$ cat src/rtl/mem_arbiter.sv
// Arbitrates one variable-latency memory port between instruction fetch and data access.
// Data wins by default; a saturating streak counter forces a fetch after STARVE_LIMIT data grants.
module mem_arbiter #(
    parameter int STARVE_LIMIT = 4,
    parameter int ADDR_W       = 16
) (
    input  logic              i_clk,
    input  logic              i_rst,
    input  logic              i_if_req,
    input  logic [ADDR_W-1:0] i_if_addr,
    output logic              o_if_done,
    output logic [31:0]       o_if_rdata,
    input  logic              i_d_req,
    input  logic              i_d_wr,
    input  logic [ADDR_W-1:0] i_d_addr,
    input  logic [31:0]       i_d_wdata,
    output logic              o_d_done,
    output logic [31:0]       o_d_rdata,
    output logic [ADDR_W-1:0] o_mem_addr,
    output logic [31:0]       o_mem_wdata,
    output logic              o_mem_rd,
    output logic              o_mem_wr,
    input  logic [31:0]       i_mem_rdata,
    input  logic              i_mem_done
);

    localparam int            SW    = $clog2(STARVE_LIMIT + 1);
    localparam logic [SW-1:0] LIMIT = SW'(STARVE_LIMIT);
    localparam logic [SW-1:0] ONE   = SW'(1);

    typedef enum logic [1:0] {
        S_IDLE  = 2'd0,
        S_FETCH = 2'd1,
        S_DATA  = 2'd2,
        S_RESP  = 2'd3
    } state_t;

    state_t            state_q,    state_d;
    logic [SW-1:0]     streak_q,   streak_d;
    logic              if_req_q,   d_req_q;
    logic [ADDR_W-1:0] addr_q,     addr_d;
    logic [31:0]       wdata_q,    wdata_d;
    logic              mem_rd_q,   mem_rd_d;
    logic              mem_wr_q,   mem_wr_d;
    logic              if_done_q,  if_done_d;
    logic              d_done_q,   d_done_d;
    logic [31:0]       if_rdata_q, if_rdata_d;
    logic [31:0]       d_rdata_q,  d_rdata_d;

    // State and datapath registers; reset abandons any in-flight access.
    always_ff @(posedge i_clk or posedge i_rst) begin
        if (i_rst) begin
            state_q    <= S_IDLE;
            streak_q   <= '0;
            if_req_q   <= 1'b0;
            d_req_q    <= 1'b0;
            addr_q     <= '0;
            wdata_q    <= 32'h0000_0000;
            mem_rd_q   <= 1'b0;
            mem_wr_q   <= 1'b0;
            if_done_q  <= 1'b0;
            d_done_q   <= 1'b0;
            if_rdata_q <= 32'h0000_0000;
            d_rdata_q  <= 32'h0000_0000;
        end else begin
            state_q    <= state_d;
            streak_q   <= streak_d;
            if_req_q   <= i_if_req;
            d_req_q    <= i_d_req;
            addr_q     <= addr_d;
            wdata_q    <= wdata_d;
            mem_rd_q   <= mem_rd_d;
            mem_wr_q   <= mem_wr_d;
            if_done_q  <= if_done_d;
            d_done_q   <= d_done_d;
            if_rdata_q <= if_rdata_d;
            d_rdata_q  <= d_rdata_d;
        end
    end

    // Arbitration, access sequencing and response capture.
    always_comb begin
        state_d    = state_q;
        streak_d   = streak_q;
        addr_d     = addr_q;
        wdata_d    = wdata_q;
        mem_rd_d   = mem_rd_q;
        mem_wr_d   = mem_wr_q;
        if_done_d  = 1'b0;
        d_done_d   = 1'b0;
        if_rdata_d = if_rdata_q;
        d_rdata_d  = d_rdata_q;

        case (state_q)
            S_IDLE: begin
                // Fetch only wins a contested cycle once its streak of losses hits the limit.
                if (d_req_q && (!if_req_q || (streak_q != LIMIT))) begin
                    state_d  = S_DATA;
                    addr_d   = i_d_addr;
                    wdata_d  = i_d_wdata;
                    mem_wr_d = i_d_wr;
                    mem_rd_d = !i_d_wr;
                    if (if_req_q) begin
                        streak_d = streak_q + ONE;
                    end else begin
                        streak_d = '0;
                    end
                end else if (if_req_q) begin
                    state_d  = S_FETCH;
                    addr_d   = i_if_addr;
                    mem_rd_d = 1'b1;
                    mem_wr_d = 1'b0;
                    streak_d = '0;
                end else begin
                    state_d = S_IDLE;
                end
            end
            S_FETCH: begin
                if (i_mem_done) begin
                    state_d    = S_RESP;
                    mem_rd_d   = 1'b0;
                    mem_wr_d   = 1'b0;
                    if_rdata_d = i_mem_rdata;
                    if_done_d  = 1'b1;
                end else begin
                    state_d = S_FETCH;
                end
            end
            S_DATA: begin
                if (i_mem_done) begin
                    state_d  = S_RESP;
                    mem_rd_d = 1'b0;
                    mem_wr_d = 1'b0;
                    d_done_d = 1'b1;
                    if (mem_rd_q) begin
                        d_rdata_d = i_mem_rdata;
                    end else begin
                        d_rdata_d = d_rdata_q;
                    end
                end else begin
                    state_d = S_DATA;
                end
            end
            S_RESP: begin
                state_d = S_IDLE;
            end
            default: begin
                state_d  = S_IDLE;
                mem_rd_d = 1'b0;
                mem_wr_d = 1'b0;
            end
        endcase
    end

    assign o_mem_addr  = addr_q;
    assign o_mem_wdata = wdata_q;
    assign o_mem_rd    = mem_rd_q;
    assign o_mem_wr    = mem_wr_q;
    assign o_if_done   = if_done_q;
    assign o_d_done    = d_done_q;
    assign o_if_rdata  = if_rdata_q;
    assign o_d_rdata   = d_rdata_q;

endmodule

$ cat config.mk
export PLATFORM = sky130hd
export DESIGN_NAME = mem_arbiter
export DESIGN_NICKNAME = d
export VERILOG_FILES = /design/src/rtl/mem_arbiter.sv
export SDC_FILE = /design/constraint.sdc
export NUM_CORES = 1
export LEC_CHECK = 0
export ABC_AREA = 1
export BUFFER_PORTS_ARGS = -buffer_cell sky130_fd_sc_hd__buf_2
export CORE_MARGIN = 1
export CORE_UTILIZATION = 46
export DETAILED_ROUTE_END_ITERATION = 12
export GPL_ROUTABILITY_DRIVEN = 0
export PLACE_DENSITY = 0.78
export RECOVER_POWER = 25
export SLEW_MARGIN = 0
export SYNTH_ARGS = -nofsm -noshare
export SYNTH_HDL_FRONTEND = slang
export SYNTH_SLANG_ARGS = --single-unit
$ cat constraint.sdc
create_clock -name i_clk -period 8.82 [get_ports i_clk]
set_input_delay 0.441 -clock i_clk [delete_from_list [all_inputs] [get_ports i_clk]]
set_output_delay 0.441 -clock i_clk [all_outputs]
set_load 0.005 [all_outputs]
After elaboration in Yosys (flattened, before gate mapping) --
Cells that the tools add are included.
Cells by class: $add $sub $neg 1, equality and inequality tests 6, mux-type cells 20, reductions and logical operators 13
Operators with widths (count):
- $mux W16 | 2
- $mux W1 | 10
- $mux W3 | 3
- $pmux W2 S4 | 1
- $ne A3 B3 Y1 const B | 2
- $reduce_and A2 Y1 | 3
- $reduce_and A3 Y1 | 2
- $eq A2 B2 Y1 const B | 2
- $mux W2 | 2
- $pmux W1 S2 | 2
- $reduce_bool A2 Y1 | 2
- $add A3 B1 Y3 const B | 1
- $eq A2 B1 Y1 const B | 1
- $logic_not A1 Y1 | 2
- $logic_not A2 Y1 | 1
- $ne A2 B1 Y1 const B | 1
- $reduce_or A2 Y1 | 1
- $logic_and A1 B1 Y1 | 1
- $logic_or A1 B1 Y1 | 1
Word-level totals: bits in registers 123, bits of input ports 102, output and inout port bits 116, word-level logic and storage cells 52

Depth between registers and ports, before layout --
Gate-level depths: netlist of run 1.
depth after elaboration 5, mapped depth 9, mapped depth without buffers 8

Least setup slack after synthesis of run 1 --
Ideal clock, no wire load.
kind flip-flop to flip-flop, start register state_q[0], end register d_rdata_q[0] (netlist: o_d_rdata[0]), library setup time 0.083 ns, data arrival time 1.304 ns, required time 8.737 ns, path slack 7.434 ns, stages on the path, launching flop included 9, path buffers 1, cells stage by stage dfrtp_1 -> inv_1 -> ha_1 -> nand2_1 -> inv_1 -> nand2_1 -> clkbuf_1 -> nand2_1 -> o21ai_0
Between the ends: longest elaborated chain between the ends 2
Ends and longest elaborated chain:
- start, declared | line 38 | state_t state_q, state_d;
- start signal, assigned | line 66 | state_q <= state_d;
- $eq A2 B2 Y1 | line 94 | case (state_q)
- $reduce_and A3 Y1 (no source line)
- end signal, assigned | line 77 | d_rdata_q <= d_rdata_d;
- end, declared | line 48 | logic [31:0] d_rdata_q, d_rdata_d;
Every way passes these cells. A chain may end at the register's enable or synchronous reset.

Worst setup path after layout of run 1 --
start register d_req_q, end register wdata_q[13] (netlist: o_mem_wdata[13])
Between the ends: longest elaborated chain between the ends 2
Ends and longest elaborated chain:
- start, declared | line 40 | logic if_req_q, d_req_q;
- start signal, assigned | line 69 | d_req_q <= i_d_req;
- $logic_and A1 B1 Y1 | line 97 | if (d_req_q && (!if_req_q || (streak_q != LIMIT))) begin
- $reduce_and A2 Y1 (no source line)
- end signal, assigned | line 71 | wdata_q <= wdata_d;
- end, declared | line 42 | logic [31:0] wdata_q, wdata_d;
Every way passes these cells.

==> results.md, run 1 <==
- Outcome: finished with violations
- Failing checks: max-capacitance violations, max-slew violations
- Crit path max fanout: 33
- Post-CTS Repair Setup Buffers: 0
- Internal power: 1.59 mW
- Hold Slack: 0.0496 ns
- Max incr delay on CP: roughly 0.84 ns
- CTS buffer count: 17
- Crit-path cells: nand3_2 > inv_2 > nand2_1 > nand2_1
- Power per cell area: 351 mW/mm^2
- Post-layout nets: around 900
- Sw Share: 32.9%
- Die W: ~110 microns
- Largest cells by area after synthesis: dfrtp_1, nand2_1, o21ai_0, inv_1, nand3_1
- Routed wire length: 12,100 microns
- Final min period: 2.45 ns
- Min-delay worst type: input port to flip-flop
- Routed met3 length: 1000 microns
- Top Ports: 218
- First-pass GRT wire length: 19,600 microns
- Gates resized, CTS repair: 0
- Die ar.: 0.0115 sq mm
- Filler cells: 839
- Cell row count: 37
- Max cap viols: 1
- Crit path max-delay family: simple AND/OR/NAND/NOR gates
- Kind of start point of the critical path: flip-flop
- Clk Latency, worst-skew pair: 0.50 ns
- Final instance area: 0.00676 sq mm
- CP Class: flip-flop to flip-flop
- Detailed router's first-iteration violation count: 333
- Slowest CP cell: dfrtp_1
- Most used cell, CP: nand2_1
- Ant diodes: 0
- Final Cycle Share: 27.7%
- Antenna viol nets, final: 0
- Clk sinks: 123
- Util after Layout: between 60% and 70%
- CP Data Required Time: 9.25 ns
- Share of cells above drive strength 1: 31.2%
- CP endpoint kind: flip-flop
- Final Power: 2.37 mW
- DRC: 0
- Reg clk slew, reported paths: about 0.060 ns
- Buf/Inv on CP: 1
- CTS tree: built
- Crit path DAT: 2.88 ns
- Synthesized Nets: 685
- Combinational power share: 30.7%
- Mean Syn Cell Area: 8.81 sq um
- Slew Limit Headroom: -81.0%
- Core area: roughly 0.011 sq mm
- DPL Wire Length: 8590 microns
- Dominant cell type by area after synthesis: dfrtp_1
- Uppermost layer routed: met4
- Mapped Cells: 576
- Sequential share of power: 40.7%
- Fmax achieved: 409 MHz
- Die Ht: 107 microns
- Actual slew at the worst max-slew pin: ~2.7 ns
- Initial core utilization: 48.3%
- Setup-failing EPs final: 0
- CTS H-Tree Depth: 4
- Slew Limit Fails: 65
- Top-area cell type share of the netlist area: between 60% and 70%
- GRT Overall Usage: 21.9%
- Routed length on met2: a little under 6000 microns
- Synth warn: 0
- Port bufs: roughly 220
- WL/cell: 13.0 microns
- Clock network power share: 28.5%
- Dpl cell area: approximately 0.0062 sq mm
- Max Root-Sink Buffers: 2
- Unrepaired setup endpoints after global routing: no
- Area growth from synthesis to layout: 33.2%
- Vias per inst: 4.77
- Post-route setup TNS: 0 ns
- Grt total ovfl: 0
- Maximum vdd drop: 0.182 mV
- Largest net degree at the start of global routing: 66
- Antenna violations before repair: 0
- Initial DRT Pass Iterations: 4
- Netlist cell types: 18
- Final hold viol count: 0
- Worst Skew: 0.00581 ns
- Cell Area, Synth: 0.00507 sq mm
- Vias in the first global route: roughly 4,300
- #FFs+latches synth: 123
- CTS root buffer: clkbuf_8
- Switching pwr: 0.780 mW
- Routed vias: roughly 4,500
- Hold_buf cts: 0
- P_leak: 3.99 nW
- Post-synthesis sequential area ratio: 60.7%
- Wl on met1: about 5000 microns
-- per-layer routing --
metal / track usage, % / vias to the layer above
met1: 26.0 / 2069
met2: 37.0 / 182
li1: - / 2190
met5: 0 / -
met4: 7.63 / 0
met3: 7.78 / 17
-- sequential cells by signal, indices dropped and copies added, names as in the netlist, 2 cells and up --
signal,cells
o_d_rdata,32
o_if_rdata,32
o_mem_wdata,32
o_mem_addr,16
streak_q,3
state_q,2
-- metrics by stage --
step / setup WS (ns) / std cells
2_1_floorplan: 5.11 / 576
3_3_place_gp: 6.53 / 904
3_5_place_dp: 6.41 / 904
4_1_cts: 6.39 / 934
5_1_grt: 5.93 / 934
6_report: 6.37 / 934
-- cells in the final DEF (no fill, tap or decap) --
cell / instances
dfrtp_1: 123
a21oi_1: 1
nand3_4: 1
o21ai_0: 69
nand2_4: 1
nand4_1: 2
ha_1: 7
nand2_2: 2
nand2_1: 222
clkbuf_1: 9
bufinv_16: 3
nand3_1: 37
clkbuf_16: 16
o22ai_1: 1
clkinvlp_4: 1
buf_4: 1
inv_2: 2
nor2_2: 2
buf_2: 210
nand3_2: 1
inv_1: 78
clkinv_2: 4
clkinvlp_2: 1
clkbuf_8: 4
-- path summary, 6_finish.rpt --
path | end | from | depth (start not counted) | slack, ns
min in group asynchronous | o_mem_wdata[31] | i_rst | 2 | 0.67
min reg2reg | o_mem_addr[2] | o_mem_addr[2] | 2 | 0.48
max in group asynchronous | o_d_rdata[31] | i_rst | 3 | 6.45
min | d_req_q | i_d_req | 1 | 0.05
max reg2reg | o_mem_wdata[13] | d_req_q | 4 | 6.37
max | o_mem_wdata[13] | d_req_q | 4 | 6.37
-- synth_stat cells --
cell and n:
dfrtp_1 123, nand3_2 1, buf_6 4, clkbuf_1 10, buf_4 6, nand3_4 1, nand2_1 224, a21oi_1 1
inv_2 2, buf_2 6, o22ai_1 1, nand3_1 37, ha_1 7, inv_1 79, o21ai_0 69, nand2_4 1
nand4_1 2, nor2_2 2
-- cell type report --
cell class / instances / area (sq um) / share of cell area [%]
clock inverters: 8 / 118 / 1.74
flip-flops and latches: 123 / 3080 / 45.5
clock buffers: 22 / 463 / 6.85
well taps: 136 / 170 / 2.52
inverters: 81 / 305 / 4.52
multi-input cells: 346 / 1540 / 22.8
repair buffers: 218 / 1080 / 16.1
-- cells by family (layout without fill, tap and decap cells) --
logic type	count (synthesis)	in the layout	synth area share, %
AND/OR/NAND/NOR	268	268	21.5
AO/OA/AOI/OAI	71	71	7.03
flip-flops	123	123	60.7
buffers and inverters	107	329	9.10
adder cells (fa/ha/maj)	7	7	1.73
-- power by group through the flow --
stage	clock [mW]	combinational [mW]	sequential, mW
2_1_floorplan	0	0.375	0.980
3_3_place_gp	0	0.707	0.956
3_5_place_dp	0	0.743	0.967
4_1_cts	0.691	0.743	0.964
5_1_grt	0.720	0.834	0.995
6_report	0.676	0.728	0.965
No activity file was read; power rests on OpenSTA's default activity.
==> inputs of run 2 (changes only) <==
--- a/config.mk
+++ b/config.mk
@@ -5,13 +5,13 @@
 export SDC_FILE = /design/constraint.sdc
 export NUM_CORES = 1
 export LEC_CHECK = 0
-export ABC_AREA = 1
+export ABC_AREA = 0
 export BUFFER_PORTS_ARGS = -buffer_cell sky130_fd_sc_hd__buf_2
 export CORE_MARGIN = 1
-export CORE_UTILIZATION = 46
+export CORE_UTILIZATION = 43
 export DETAILED_ROUTE_END_ITERATION = 12
 export GPL_ROUTABILITY_DRIVEN = 0
-export PLACE_DENSITY = 0.78
+export PLACE_DENSITY = 0.76
 export RECOVER_POWER = 25
 export SLEW_MARGIN = 0
 export SYNTH_ARGS = -nofsm -noshare
==> constraint.sdc (replaced) <==
create_clock -name i_clk -period 2.1 [get_ports i_clk]
set_input_delay 0.105 -clock i_clk [delete_from_list [all_inputs] [get_ports i_clk]]
set_output_delay 0.105 -clock i_clk [all_outputs]
set_load 0.005 [all_outputs]
==> run 2 against run 1 <==
  * Global-route usage grew 2.6 points
  * Count of clock-buffer cells in the layout grew 2
  * Die area rose by 7.2%
  * The flow now finishes without violations
  * Combinational power grew to 5.7 times the previous value
  * Via count decreased by 6.8%
  * Register-to-register slack lost 6.1 ns
  * Routed wire length increased by 18%
  * Highest routed layer unchanged
  * Worst setup slack got worse by 6.1 ns
  * Worst hold slack better by 0.30 ns
  * Sequential share of layout area fell by 6.7 points
  * Non-clock buffer count up 114
==> results.md, run 2 <==
- Slew Limit Fails: 0 (was 65)
- Clock network power share: 25.4% (was 28.5%)
- Worst Hold Launch: i_if_req (was i_d_req)
- Worst Skew: 0.00580 ns (was 0.00581 ns)
- Core area: 0.0115 sq mm (was 0.0105 sq mm)
- CTS root buffer: clkbuf_16 (was clkbuf_8)
- Buf/Inv on CP: 2 (was 1)
- Non-Filler Instances: 831 (was 934)
- Actual slew at the worst max-slew pin: 1.23 ns (was 2.70 ns)
- Combinational power share: 37.0% (was 30.7%)
- Die Ht: 111 microns (was 107 microns)
- CP startpoint: streak_q[0] (was d_req_q)
- Largest cells by area after synthesis: dfrtp_1, mux2_2, mux2_4, nand2_1, o211ai_2 (was dfrtp_1, nand2_1, o21ai_0, inv_1, nand3_1)
- Crit path max-delay family: simple AND/OR/NAND/NOR gates (unchanged)
- CP Data Required Time: 2.39 ns (was 9.25 ns)
- CTS tree: built (unchanged)
- #FFs+latches synth: 123 (unchanged)
- Vias per inst: 5.00 (was 4.77)
- Mapped Cells: 347 (was 576)
- Top-area cell type share of the netlist area: 60.5% (was 60.7%)
- Share of cells above drive strength 1: 53.5% (was 31.2%)
- Vias in the first global route: 4,651 (was 4,289)
- Synth warn: 0 (unchanged)
- Commonest cells in the netlist: dfrtp_1, mux2_2, nand2_1 (was nand2_1, dfrtp_1, inv_1)
- Unrepaired setup endpoints after global routing: no (unchanged)
- Initial core utilization: 44.4% (was 48.3%)
- Clk Latency, worst-skew pair: 0.41 ns (was 0.50 ns)
- Final hold viol count: 0 (unchanged)
- First-pass GRT wire length: 23,400 microns (was 19,600 microns)
- Final min period: 1.80 ns (was 2.45 ns)
- Gates resized, CTS repair: 0 (unchanged)
- CTS H-Tree Depth: 4 (unchanged)
- Outcome: finished, final reports clean (was finished with violations)
- GRT Overall Usage: 24.5% (was 21.9%)
- Largest net degree at the start of global routing: 49 (was 66)
- Internal power: 7.76 mW (was 1.59 mW)
- Antenna viol nets, final: 0 (unchanged)
- Routed vias: 4,154 (was 4,458)
- Top_reg_cell synth: dfrtp_1 (unchanged)
- Final Cycle Share: 85.7% (was 27.7%)
- Hold Slack: 0.354 ns (was 0.0496 ns)
- WL/cell: 17.2 microns (was 13.0 microns)
- Die W: 111 microns (was 107 microns)
- Number of synthesized flops with an enable pin: 0 (unchanged)
- Detailed router's first-iteration violation count: 214 (was 333)
- Port bufs: 217 (unchanged)
- Most common cell in the netlist: dfrtp_1 (was nand2_1)
- DPL Wire Length: 8130 microns (was 8590 microns)
- P_leak: 3.90 nW (was 3.99 nW)
- Die ar.: 0.0123 sq mm (was 0.0115 sq mm)
- Commonest cells after routing, fill and taps aside: buf_2, dfrtp_1, dlygate4sd3_1 (was nand2_1, buf_2, dfrtp_1)
- Maximum vdd drop: 1.13 mV (was 0.182 mV)
- Slowest CP cell: dfrtp_1 (unchanged)
- Sw Share: 30.3% (was 32.9%)
- Post-synthesis sequential area ratio: 60.5% (was 60.7%)
- Max cap viols: 0 (was 1)
- Cell Area, Synth: 0.00509 sq mm (was 0.00507 sq mm)
- Top Ports: 218 (unchanged)
- Max incr delay on CP: 0.35 ns (was 0.84 ns)
- Min-delay worst type: input port to flip-flop (unchanged)
- Clk sinks: 123 (unchanged)
- Slew Limit Headroom: 18.1% (was -81.0%)
- Sequential share of power: 37.6% (was 40.7%)
- Crit path DAT: 2.09 ns (was 2.88 ns)
- Ant diodes: 0 (unchanged)
- Hold_buf cts: 101 (was 0)
- Worst r2r src: streak_q[0] (was d_req_q)
- Post-CTS Repair Setup Buffers: 0 (unchanged)
- Placed instance count: 699 (was 904)
- DRC: 0 (unchanged)
- CP endpoint kind: flip-flop (unchanged)
- Dominant cell type by area after synthesis: dfrtp_1 (unchanged)
- Mean Syn Cell Area: 14.7 sq um (was 8.81 sq um)
- Routed wire length: 14,300 microns (was 12,100 microns)
- CTS buffer count: 17 (unchanged)
- Fraction of registers with async set/reset: 100% (unchanged)
- Fmax achieved: 556 MHz (was 409 MHz)
- Netlist cell types: 31 (was 18)
- Crit-path cells: inv_1 > ha_1 > nand3_2 > and3_4 > buf_12 > mux2_2 (was nand3_2 > inv_2 > nand2_1 > nand2_1)
- Setup-failing EPs final: 0 (unchanged)
- Crit path max fanout: 19 (was 33)
- Post-route setup TNS: 0 ns (unchanged)
- Post-layout nets: 785 (was 896)
- Power per cell area: 1400 mW/mm^2 (was 351 mW/mm^2)
- Switching pwr: 3.37 mW (was 0.780 mW)
- Antenna violations before repair: 0 (unchanged)
- Max Root-Sink Buffers: 2 (unchanged)
- Area growth from synthesis to layout: 55.7% (was 33.2%)
- Synthesized Nets: 456 (was 685)
- CP Class: flip-flop to flip-flop (unchanged)
- Grt total ovfl: 0 (unchanged)
- Most common cell after layout, fill and taps aside: buf_2 (was nand2_1)
- Initial DRT Pass Iterations: 5 (was 4)
- Reg clk slew, reported paths: 0.05 ns (was 0.06 ns)
- Cell row count: 39 (was 37)
- Kind of start point of the critical path: flip-flop (unchanged)
==> run 2: cell count changes in the layout (fill, tap and decap cells not counted), moves of 8 or more <==
cell,change
o211ai_2,+9
inv_1,-72
nand2_1,-186
mux2_4,+28
mux2_2,+68
o21ai_0,-68
dlygate4sd3_1,+101
nand3_1,-35
buf_4,+8
nand4_1,+14
==> run 2: power by group through the flow <==
stage | Clock (mW) | Combinational (mW) | Sequential, mW
6_report | 2.83 | 4.12 | 4.18
4_1_cts | 2.89 | 4.04 | 4.13
3_5_place_dp | 0 | 3.88 | 4.14
3_3_place_gp | 0 | 3.77 | 4.10
2_1_floorplan | 0 | 2.11 | 4.23
5_1_grt | 3.01 | 4.44 | 4.30
==> run 2: worst reg2reg max path, cell delays in order (launching register included) <==
cell and delay [ns]:
dfrtp_1 0.35, inv_1 0.08, ha_1 0.23, nand3_2 0.11
and3_4 0.33, buf_12 0.22, mux2_2 0.36
==> run 2: final timing paths <==
check / endpoint / slack (ns) / depth (start not counted)
worst max-delay path: o_mem_wdata[31] / 0.30 / 6
worst min-delay path: if_req_q / 0.35 / 2
worst max register to register: o_mem_wdata[31] / 0.30 / 6
worst min register to register: o_mem_addr[14] / 0.49 / 2
max in group asynchronous: o_d_rdata[3] / 0.63 / 4
min in group asynchronous: o_if_rdata[19] / 0.59 / 4
==> run 2: kinds of logic (layout without fill, tap and decap cells) <==
group | count (synthesis) | count (layout) | share of synthesized area, %
AO/OA/AOI/OAI | 28 | 28 | 5.11
adder cells (fa/ha/maj) | 7 | 7 | 1.72
buffers and inverters | 30 | 371 | 3.47
flip-flops | 123 | 123 | 60.5
multiplexers | 96 | 96 | 23.3
AND/OR/NAND/NOR | 63 | 63 | 5.92
==> run 2: per-layer routing <==
metal	track usage, %	vias up	routed length (microns)
met4	9.33	0	337
met2	43.1	201	7370
li1	-	1892	-
met5	0	-	0
met1	27.4	2036	5490
met3	8.42	25	1060
==> run 2: stage by stage <==
| step | util [%] | power, mW | area [sq um] | worst slack (ns) |
|---|---|---|---|---|
| floorplan | - | 6.35 | 5090 | 0.484 |
| global placement | 55.3 | 7.87 | 6340 | 0.403 |
| detailed placement | 55.3 | 8.03 | 6340 | 0.334 |
| CTS | 69.2 | 11.1 | 7930 | 0.326 |
| global route | 69.1 | 11.8 | 7930 | 0.245 |
| finish | 69.1 | 11.1 | 7930 | 0.301 |
==> run 2: cell type report <==
type / instances / area, sq um
Fill cell: 790 / 3540
Sequential cell: 123 / 3080
Timing Repair Buffer: 332 / 2220
Multi-Input combinational cell: 194 / 1840
Clock buffer: 24 / 492
Tap cell: 143 / 179
Clock inverter: 7 / 88.8
Inverter: 8 / 33.8
==> inputs of run 3 (changes only) <==
--- a/config.mk
+++ b/config.mk
@@ -7,11 +7,13 @@
 export LEC_CHECK = 0
 export ABC_AREA = 0
 export BUFFER_PORTS_ARGS = -buffer_cell sky130_fd_sc_hd__buf_2
+export CELL_PAD_IN_SITES_DETAIL_PLACEMENT = 0
+export CELL_PAD_IN_SITES_GLOBAL_PLACEMENT = 2
 export CORE_MARGIN = 1
-export CORE_UTILIZATION = 43
+export CORE_UTILIZATION = 27
 export DETAILED_ROUTE_END_ITERATION = 12
 export GPL_ROUTABILITY_DRIVEN = 0
-export PLACE_DENSITY = 0.76
+export PLACE_DENSITY_LB_ADDON = 0.1
 export RECOVER_POWER = 25
 export SLEW_MARGIN = 0
 export SYNTH_ARGS = -nofsm -noshare
==> run 3 against run 2 <==
  * Register-to-register slack improved by 0.03 ns
  * Power rose by 0.27%
  * Count of clock-buffer cells in the layout fell by 4
  * First-iteration DRC count fell by 54%
  * Core utilization fell by 25 points
  * Worst setup slack improved by 0.027 ns
  * Cell area rose by 1.8%
  * Sequential power fell by 2%
  * Die area rose by 58%
  * Critical path depth did not move
  * Global-route usage fell by 9.5 points
  * Worst hold slack got worse by 0.33 ns
==> results.md, run 3 (synthesis gave the netlist of run 2 again) <==
- Top Ports: 218 (unchanged)
- Worst r2r src: streak_q[0] (unchanged)
- Routed length on met2: 6480 microns (was 7370 microns)
- P_leak: 3.91 nW (was 3.90 nW)
- Maximum vdd drop: 0.555 mV (was 1.13 mV)
- Worst Reg-to-Reg Cells: 6 (unchanged)
- Min-delay worst type: input port to flip-flop (unchanged)
- Share of cells above drive strength 1: 54.3% (was 53.5%)
- Final hold viol count: 0 (unchanged)
- Dpl cell area: 0.00648 sq mm (was 0.00634 sq mm)
- DRC: 0 (unchanged)
- Post-CTS Repair Setup Buffers: 0 (unchanged)
- Max Root-Sink Buffers: 2 (unchanged)
- Slowest CP cell: and3_4 (was dfrtp_1)
- Filler cells: 1,738 (was 790)
- Vias in the first global route: 4,383 (was 4,651)
- Most common cell after layout, fill and taps aside: buf_2 (unchanged)
- Fmax achieved: 565 MHz (was 556 MHz)
- Final min period: 1.77 ns (was 1.80 ns)
- Port bufs: 217 (unchanged)
- Core area: 0.0182 sq mm (was 0.0115 sq mm)
- Commonest cells after routing, fill and taps aside: buf_2, dfrtp_1, dlygate4sd3_1 (unchanged)
- Worst Hold Launch: i_d_addr[5] (was i_if_req)
- Routed wire length: 13,800 microns (was 14,300 microns)
- Kind of start point of the critical path: flip-flop (unchanged)
- Non-Filler Instances: 918 (was 831)
- CTS tree: built (unchanged)
- CP Class: flip-flop to flip-flop (unchanged)
- Crit path DAT: 2.06 ns (was 2.09 ns)
- Hold Path Depth: 3 (was 2)
- Area growth from synthesis to layout: 58.5% (was 55.7%)
- Max incr delay on CP: 0.40 ns (was 0.35 ns)
- Reg clk slew, reported paths: 0.06 ns (was 0.05 ns)
- Die W: 139 microns (was 111 microns)
- Post-route setup TNS: 0 ns (unchanged)
- Endpoint, Worst Hold: o_mem_addr[5] (was if_req_q)
- Ant diodes: 0 (unchanged)
- Buf/Inv on CP: 2 (unchanged)
- Actual slew at the worst max-slew pin: 1.34 ns (was 1.23 ns)
- DPL Wire Length: 9030 microns (was 8130 microns)
- Clk Latency, worst-skew pair: 0.41 ns (about the same)
- Wl on met1: 6320 microns (was 5490 microns)
- Largest net degree at the start of global routing: 94 (was 49)
- Die Ht: 139 microns (was 111 microns)
- Slew Limit Fails: 0 (unchanged)
- Grt total ovfl: 0 (unchanged)
- Setup-failing EPs final: 0 (unchanged)
- CP endpoint kind: flip-flop (unchanged)
- Die ar.: 0.0194 sq mm (was 0.0123 sq mm)
- Cell row count: 49 (was 39)
- Antenna violations before repair: 0 (unchanged)
- Reg2reg end: o_mem_wdata[12] (was o_mem_wdata[31])
- First-pass GRT wire length: 22,700 microns (was 23,400 microns)
- Slew Limit Headroom: 10.4% (was 18.1%)
- Placed instance count: 786 (was 699)
- Outcome: finished, final reports clean (unchanged)
- Max cap viols: 0 (unchanged)
- Initial DRT Pass Iterations: 4 (was 5)
- Worst Skew: 0.00770 ns (was 0.00580 ns)
- Final Cycle Share: 84.4% (was 85.7%)
- Routed vias: 4,028 (was 4,154)
- Vias per inst: 4.39 (was 5.00)
- Crit path max fanout: 15 (was 19)
- GRT Overall Usage: 15.1% (was 24.5%)
- Unrepaired setup endpoints after global routing: no (unchanged)
- Hold_buf cts: 99 (was 101)
- WL/cell: 15.1 microns (was 17.2 microns)
- Clk sinks: 123 (unchanged)
- Power per cell area: 1380 mW/mm^2 (was 1400 mW/mm^2)
- Detailed router's first-iteration violation count: 99 (was 214)
- CTS root buffer: clkbuf_16 (unchanged)
- Post-layout nets: 785 (unchanged)
- R2r setup slk: 0.33 ns (was 0.30 ns)
- Antenna viol nets, final: 0 (unchanged)
- Gates resized, CTS repair: 0 (unchanged)
- CP Data Required Time: 2.39 ns (about the same)
- Initial core utilization: 28.0% (was 44.4%)
- Crit-path cells: inv_1 > ha_1 > nand3_2 > and3_4 > buf_12 > mux2_4 (was inv_1 > ha_1 > nand3_2 > and3_4 > buf_12 > mux2_2)
- Uppermost layer routed: met4 (unchanged)
- CTS H-Tree Depth: 4 (unchanged)
- Crit path max-delay family: simple AND/OR/NAND/NOR gates (unchanged)
- Final instance area: 0.00807 sq mm (was 0.00793 sq mm)
- CTS buffer count: 17 (unchanged)
- Routed met3 length: 895 microns (was 1060 microns)
run 3: cell types whose count changed in the layout (fill, tap and decap cells not counted), moves of 2 or more:
cell and delta:
inv_6 +4, clkbuf_1 -4, clkinvlp_4 +3, clkbuf_2 -2, clkinv_2 -2
run 3: layout make-up:
class                   count  area [sq um]  share of cell area (%)
flip-flops and latches    123          3080                    38.2
repair buffers            332          2230                    27.7
multi-input cells         194          1840                    22.8
clock buffers              20           467                    5.78
well taps                 229           287                    3.55
clock inverters            12           135                    1.67
inverters                   8          31.3                   0.388
run 3: power by group:
group,internal [mW],switching (mW),leakage [nW]
logic,2.36,1.73,2.14
clock network,1.85,1.11,0.286
registers,3.54,0.564,1.48
run 3: per-stage QoR:
stage / hold slack [ns] / worst slack (ns) / power (mW) / util, %
3_5_place_dp: 0.215 / 0.332 / 8.14 / 35.6
5_1_grt: 0.0276 / 0.230 / 11.9 / 44.3
3_3_place_gp: 0.215 / 0.393 / 8.09 / 35.6
2_1_floorplan: 0.136 / 0.484 / 6.35 / -
6_report: 0.0255 / 0.329 / 11.2 / 44.3
4_1_cts: 0.00329 / 0.308 / 11.3 / 44.3
run 3: worst register-to-register path, cell delays in order, from the launching register on:
cell	delay, ns
dfrtp_1	0.35
inv_1	0.07
ha_1	0.23
nand3_2	0.09
and3_4	0.40
buf_12	0.21
mux2_4	0.31
run 3: worst max path at each step:
stage	from	endpoint	cells past startpoint
2_1_floorplan	i_rst	d_req_q	1
3_3_place_gp	d_req_q	o_mem_addr[2]	4
3_5_place_dp	streak_q[0]	o_mem_wdata[12]	6
4_1_cts	streak_q[0]	o_mem_wdata[12]	6
5_1_grt	i_rst	streak_q[1]	4
6_report	streak_q[0]	o_mem_wdata[12]	6
run 3: routing by layer:
| layer | vias up | GRT usage [%] |
|---|---|---|
| li1 | 1891 | - |
| met1 | 1973 | 18.5 |
| met2 | 153 | 25.0 |
| met3 | 11 | 5.23 |
| met4 | 0 | 4.21 |
| met5 | - | 0 |
